**src/rtl/periph_bus_pkg.sv**
```systemverilog
// -----------------------------------------------------------------------------
// periph_bus_pkg
// Shared definitions for the peripheral bus initiator:
//   - state_t       : initiator FSM states
//   - ADDR_W/DATA_W : bus address and data widths
//   - PORT_SEL_*    : address bits that select the peripheral port
//   - TMO_CNT_W     : width of the bus-wait timeout counter
// -----------------------------------------------------------------------------
package periph_bus_pkg;

    localparam int unsigned ADDR_W       = 32;
    localparam int unsigned DATA_W       = 32;
    localparam int unsigned PORT_SEL_MSB = 31;
    localparam int unsigned PORT_SEL_LSB = 30;
    localparam int unsigned TMO_CNT_W    = 8;

    // IDLE : waiting for a host request (the only state with req_ready = 1)
    // ISSUE: one strobe-low cycle with address/data already on the bus
    // WAIT : strobe asserted until busReady (or timeout when enabled)
    // RESP : response held until the host takes it
    typedef enum logic [1:0] {
        IDLE  = 2'd0,
        ISSUE = 2'd1,
        WAIT  = 2'd2,
        RESP  = 2'd3
    } state_t;

    // Peripheral port selected by an address.
    function automatic logic [PORT_SEL_MSB-PORT_SEL_LSB:0] port_sel(input logic [ADDR_W-1:0] addr);
        return addr[PORT_SEL_MSB:PORT_SEL_LSB];
    endfunction

endpackage

```
**src/rtl/pbi_timeout_ctr.sv**
```systemverilog
// -----------------------------------------------------------------------------
// pbi_timeout_ctr
// Bus-wait counter used by periph_bus_initiator when PBI_TIMEOUT_EN is defined.
//   clk    : clock, rising edge
//   reset  : asynchronous, active-low reset (count -> 0)
//   clear  : synchronous clear, has priority over enable
//   enable : count one more wait cycle
//   tc     : terminal count; high in the cycle whose increment brings the
//            count to TERMINAL, so the owner can react on that same edge
// -----------------------------------------------------------------------------
module pbi_timeout_ctr
    import periph_bus_pkg::*;
#(
    parameter int unsigned WIDTH    = TMO_CNT_W,
    parameter int unsigned TERMINAL = 16
) (
    input  logic clk,
    input  logic reset,
    input  logic clear,
    input  logic enable,
    output logic tc
);

    localparam logic [WIDTH-1:0] LAST = WIDTH'(TERMINAL - 1);

    logic [WIDTH-1:0] count;

    // NOTE: state registers use non-blocking assignments so every flop samples
    // pre-edge values; blocking here would create order-dependent simulation.
    always_ff @(posedge clk or negedge reset) begin
        if (!reset) begin
            count <= '0;
        end else if (clear) begin
            count <= '0;
        end else if (enable) begin
            count <= count + WIDTH'(1);
        end
    end

    assign tc = enable && !clear && (count == LAST);

endmodule

```
**src/rtl/periph_bus_initiator.sv**
```systemverilog
// -----------------------------------------------------------------------------
// periph_bus_initiator
// Converts a host valid/ready request/response handshake into a simple
// peripheral bus cycle (read/write strobe held until busReady).
//
// Parameters
//   TIMEOUT_CYCLES : bus-wait cycles before abort (1..255), used only when
//                    the PBI_TIMEOUT_EN macro is defined
// Build option
//   PBI_TIMEOUT_EN : enables the bus-wait timeout; without it WAIT lasts until
//                    busReady and rsp_error is tied to 0
// Ports
//   clk, reset                       : clock and async active-low reset
//   req_valid/req_ready              : host request handshake
//   req_write, req_addr, req_wdata   : request payload
//   rsp_valid/rsp_ready              : host response handshake
//   rsp_rdata, rsp_error             : response payload
//   address, dataOut, dataIn         : peripheral bus address / data
//   read, write, busReady            : peripheral bus strobes and completion
// -----------------------------------------------------------------------------
module periph_bus_initiator
    import periph_bus_pkg::*;
#(
    parameter int unsigned TIMEOUT_CYCLES = 16
) (
    input  logic              clk,
    input  logic              reset,
    // host request
    input  logic              req_valid,
    output logic              req_ready,
    input  logic              req_write,
    input  logic [ADDR_W-1:0] req_addr,
    input  logic [DATA_W-1:0] req_wdata,
    // host response
    output logic              rsp_valid,
    input  logic              rsp_ready,
    output logic [DATA_W-1:0] rsp_rdata,
    output logic              rsp_error,
    // peripheral bus
    output logic [ADDR_W-1:0] address,
    output logic [DATA_W-1:0] dataOut,
    input  logic [DATA_W-1:0] dataIn,
    output logic              read,
    output logic              write,
    input  logic              busReady
);

    if (TIMEOUT_CYCLES < 1 || TIMEOUT_CYCLES > 255) begin : g_bad_timeout
        $error("periph_bus_initiator: TIMEOUT_CYCLES must be in 1..255");
    end

    state_t state, state_next;
    logic   cap_write;
    logic   accept;
    logic   bus_done;
    logic   bus_timeout;

    // busReady only matters while a strobe is out.
    assign bus_done = (state == WAIT) && busReady;

`ifdef PBI_TIMEOUT_EN
    logic tmo_clear;
    logic tmo_enable;

    // ISSUE always precedes WAIT, so clearing there gives a fresh count on entry.
    assign tmo_clear  = (state == ISSUE);
    assign tmo_enable = (state == WAIT) && !busReady;

    pbi_timeout_ctr #(
        .WIDTH    (TMO_CNT_W),
        .TERMINAL (TIMEOUT_CYCLES)
    ) u_timeout_ctr (
        .clk    (clk),
        .reset  (reset),
        .clear  (tmo_clear),
        .enable (tmo_enable),
        .tc     (bus_timeout)
    );
`else
    assign bus_timeout = 1'b0;
`endif

    // ------------------------------------------------------------------
    // FSM
    // ------------------------------------------------------------------
    always_ff @(posedge clk or negedge reset) begin
        if (!reset) begin
            state <= IDLE;
        end else begin
            state <= state_next;
        end
    end

    // NOTE: every output of this block gets a default before the case so no
    // path leaves it unassigned, which would otherwise infer a latch.
    always_comb begin
        state_next = state;
        accept     = 1'b0;
        unique case (state)
            IDLE: begin
                if (req_valid) begin
                    accept     = 1'b1;
                    state_next = ISSUE;
                end
            end
            ISSUE: state_next = WAIT;
            WAIT: begin
                if (bus_done || bus_timeout) begin
                    state_next = RESP;
                end
            end
            RESP: begin
                // Returning to IDLE first keeps acceptance one cycle after exit.
                if (rsp_ready) begin
                    state_next = IDLE;
                end
            end
            default: state_next = IDLE;
        endcase
    end

    assign req_ready = (state == IDLE);
    assign rsp_valid = (state == RESP);

    // ------------------------------------------------------------------
    // Datapath. Strobes are registered from state_next so they rise on
    // entry to WAIT and fall on the edge that leaves it.
    // ------------------------------------------------------------------
    always_ff @(posedge clk or negedge reset) begin
        if (!reset) begin
            cap_write <= 1'b0;
            address   <= '0;
            dataOut   <= '0;
            rsp_rdata <= '0;
            read      <= 1'b0;
            write     <= 1'b0;
        end else begin
            read  <= (state_next == WAIT) && !cap_write;
            write <= (state_next == WAIT) &&  cap_write;

            if (accept) begin
                cap_write <= req_write;
                address   <= req_addr;
                dataOut   <= req_write ? req_wdata : '0;
                rsp_rdata <= '0;
            end else if ((state == WAIT) && (state_next == RESP)) begin
                address <= '0;
                dataOut <= '0;
                // busReady takes priority over a coincident timeout.
                if (bus_done && !cap_write) begin
                    rsp_rdata <= dataIn;
                end else begin
                    rsp_rdata <= '0;
                end
            end
        end
    end

`ifdef PBI_TIMEOUT_EN
    always_ff @(posedge clk or negedge reset) begin
        if (!reset) begin
            rsp_error <= 1'b0;
        end else if (accept || bus_done) begin
            rsp_error <= 1'b0;
        end else if (bus_timeout) begin
            rsp_error <= 1'b1;
        end
    end
`else
    assign rsp_error = 1'b0;
`endif

endmodule
```
**config.mk**
```make
export PLATFORM = sky130hd
export DESIGN_NAME = periph_bus_initiator
export DESIGN_NICKNAME = d
export VERILOG_FILES = /design/src/rtl/periph_bus_pkg.sv /design/src/rtl/pbi_timeout_ctr.sv /design/src/rtl/periph_bus_initiator.sv
export SDC_FILE = /design/constraint.sdc
export NUM_CORES = 1
export LEC_CHECK = 0
export BUFFER_PORTS_ARGS = -buffer_cell sky130_fd_sc_hd__buf_2
export CAP_MARGIN = 20
export CORE_MARGIN = 2
export CORE_UTILIZATION = 40
export DETAILED_ROUTE_END_ITERATION = 10
export GPL_TIMING_DRIVEN = 0
export HOLD_SLACK_MARGIN = 0.06
export PLACE_DENSITY = 0.87
export SYNTH_ARGS = -nofsm -noshare
export SYNTH_HDL_FRONTEND = slang
export SYNTH_SLANG_ARGS = --single-unit
```
**constraint.sdc**
```tcl
create_clock -name clk -period 1.6 [get_ports clk]
set_input_delay 0.32 -clock clk [delete_from_list [all_inputs] [get_ports clk]]
set_output_delay 0.32 -clock clk [all_outputs]
set_load 0.01 [all_outputs]
```
==> flow_metrics.env <==
export IMPL_final_hold_violation_count=0
export IMPL_layout_nets=558
export IMPL_tightest_slew_ps=584
export IMPL_min_period_ps=1550
export IMPL_power_switching_w=0.00330
export IMPL_grtUsageMet2_pct=31.7
export IMPL_met1_usage_pct=24.9
export IMPL_slew_violations=0
export IMPL_cts_sinks=101
export IMPL_period_share_pct=97.1
export IMPL_ys_seq_area_share_pct=69.8
export IMPL_grt_pass1_wl_um=15000
export IMPL_switching_share_pct=35.4
export IMPL_met3_usage_pct=5.97
export IMPL_grt_usage_pct=19.4
export IMPL_grt_overflow_total=0
export IMPL_ys_top_cells_by_count="101 x dfrtp_1, 96 x a22o_1, 8 x buf_2"
export IMPL_cp_slowest_cell="dfrtp_2"
export IMPL_final_fill_count=745
export IMPL_drtPass1Iterations=4
export IMPL_drive_gt1_share_pct=54.0
export IMPL_yosys_warnings=0
export IMPL_critical_path_top_delay_family="flip-flops"
export IMPL_worstPathRequired_ps=1830
export IMPL_first_iter_violations=69
export IMPL_antenna_found_initial=0
export IMPL_p_seq_share_pct=44.7
export IMPL_antenna_left=0
export IMPL_worstPathArrival_ps=1790
export IMPL_post_drt_wl_per_cell_um=16.5
export IMPL_vdd_drop_max_uv=852
export IMPL_fp_coreArea_um2=8760
export IMPL_cp_max_fo=10
export IMPL_syn_to_final_growth_pct=39.9
export IMPL_holdWs_ps=152
export IMPL_clkPwrFrac_pct=15.7
export IMPL_setup_viol=0
export IMPL_yosys_top_cells_area="dfrtp_1 70%, a22o_1 23%, buf_6 1.2%, buf_2 1.1%, buf_4 1.0%"
export IMPL_slew_headroom_pct=61.0
export IMPL_grt_max_degree=57
export IMPL_synthesis_instances=237
export IMPL_die_h_um=99.2
export IMPL_synth_top_cell_by_area="dfrtp_1"
export IMPL_cts_tree="built"
export IMPL_num_vias=2923
export IMPL_cp_start_kind="flop"
export IMPL_worst_path_most_repeated_cell="buf_6"
export IMPL_skew_ps=11.5
export IMPL_cp_num_buf_inv=3
export IMPL_endpoint_kind="flop"
export IMPL_rows=34
export IMPL_async_reset_ff_share_pct=100
export IMPL_viasPerCell=5.14
export IMPL_place_hpwl_um=7000
export IMPL_totalWireLength_um=9400
export IMPL_placedCellCount=547
export IMPL_die_area_um2=9830
export IMPL_io_buffers=201
export IMPL_start_util_pct=41.3
export IMPL_antenna_cells=0
export IMPL_synth_most_common_cell="dfrtp_1"
export IMPL_synth_edf_count=0
export IMPL_place_gp_congestion=0.754
export IMPL_critical_path_max_stage_delay_ps=460
export IMPL_p_per_area_nw_per_um2=1840
export IMPL_syn_area_um2=3620
export IMPL_final_cell_count_no_fill=569
export IMPL_utilization_pct=57.8
export IMPL_worstSetupPathType="flop to flop"
export IMPL_die_w_um=99.2
export IMPL_syn_area_per_cell_um2=15.3
export IMPL_hp_class="input port to flop"
export IMPL_ys_types=19
export IMPL_p_comb_share_pct=39.6
export IMPL_cts_buffer_depth=2
export IMPL_outcome="finished clean"
export IMPL_yosys_most_used_dff="dfrtp_1"
export IMPL_cts_root_buf="clkbuf_8"
export IMPL_worstSkewPairLatency_ps=350
export IMPL_syn_num_nets=339
export IMPL_cts_buffers=9
export IMPL_leakagePower_nw=2.90
export IMPL_rsz0062_at_grt="yes"
export IMPL_internal_power_w=0.00603
export IMPL_drv_cap=0
export IMPL_crit_chain="mux2i_1, or2_1, buf_6, buf_8, buf_6, a22o_1"
export IMPL_synth_top_area_share_pct=69.8
export IMPL_drc=0
export IMPL_htree_levels=3
export IMPL_ys_ff_latch=101
export IMPL_clkSlewWorstSetupHoldPaths_ps=80
export IMPL_busiest_layer="met2"
export IMPL_grt_pass1_vias=2998
export IMPL_io_pin_count=203
export IMPL_fmax_mhz=643
-- per-layer routing --
layer | routed length, um | part of all wire, %
met5 | 0 | 0
met2 | 4670 | 50
met1 | 3880 | 41
met4 | 194 | 2.1
met3 | 651 | 6.9
-- state kept, by name (all words and copies together), names as in the netlist --
name	count
address	32
read	1
cap_write	1
rsp_rdata	32
dataOut	32
state	2
write	1
-- final timing paths --
kind | slack [ps] | from | cells past startpoint | end
worst max-delay path | 50 | state[1]$_DFF_PN0_ | 6 | address[20]$_DFFE_PN0P_
worst min-delay path | 150 | rsp_ready | 2 | state[1]$_DFF_PN0_
worst max register to register | 50 | state[1]$_DFF_PN0_ | 6 | address[20]$_DFFE_PN0P_
worst min register to register | 510 | dataOut[4]$_DFFE_PN0P_ | 1 | dataOut[4]$_DFFE_PN0P_
max in group asynchronous | 400 | reset | 3 | rsp_rdata[9]$_DFFE_PN0P_
min in group asynchronous | 520 | reset | 2 | address[0]$_DFFE_PN0P_
-- repair_timing --
item	CTS	global route
resized for setup	7	12
setup buffers	4	2
pin swaps	1	10
hold buffers	1	0
hold endpoints to repair	45	0
endpoints found under the setup margin	80	75
-- cell usage in the layout, fill, tap and decap left out, types with 2 or more instances in the layout --
cell type,Yosys,routed
buf_2,8,205
dfrtp_1,101,100
a22o_1,96,96
buf_4,5,10
clkbuf_8,0,10
clkbuf_2,0,7
nor2_1,3,3
buf_6,4,3
clkinvlp_4,0,3
mux2i_1,2,2
buf_8,0,2
clkbuf_4,0,2
-- layout make-up --
class / count / area [um^2] / share of cell area (%)
clock inverters: 5 / 36.3 / 0.716
multi-input cells: 111 / 948 / 18.7
flip-flops and latches: 101 / 2530 / 49.9
plain buffers: 23 / 169 / 3.33
clock buffers: 11 / 141 / 2.79
repair buffers: 209 / 1100 / 21.8
well taps: 108 / 135 / 2.67
inverters: 1 / 3.75 / 0.0741
-- power by group through the flow --
stage / combinational, W / sequential [W] / clock (W)
2_1_floorplan: 0.00149 / 0.00462 / 0
3_3_place_gp: 0.00348 / 0.00411 / 0
3_5_place_dp: 0.00362 / 0.00417 / 0
4_1_cts: 0.00368 / 0.00418 / 0.00152
5_1_grt: 0.00400 / 0.00431 / 0.00166
6_report: 0.00369 / 0.00417 / 0.00147
-- metrics by stage --
step	cell area, um^2	TNS, ps	total power [W]	worst slack [ps]
2_1_floorplan	3620	0	0.00611	87.8
3_3_place_gp	4760	-79680	0.00759	-692
3_5_place_dp	4790	-14880	0.00778	-302
4_1_cts	5040	0	0.00938	4.45
5_1_grt	5070	-207	0.00997	-20.9
6_report	5070	0	0.00933	45.8
-- worst reg2reg max path: stages, from the launching register on --
cell and delay (ps):
dfrtp_2 460, mux2i_1 130, or2_1 220, buf_6 150, buf_8 140, buf_6 130, a22o_1 230
-- cell families (layout without fill, tap and decap cells) --
kind of cell / after synthesis / after routing / synth area share [%]
AOI/OAI and AO/OA: 98 / 98 / 23.5
and+or+nand+nor: 9 / 9 / 1.55
DFF: 101 / 101 / 69.8
muxes: 3 / 3 / 0.864
other: 1 / 1 / 0.104
buffers and inverters: 25 / 249 / 4.21
Note: power is estimated with default switching activity, not from simulation.
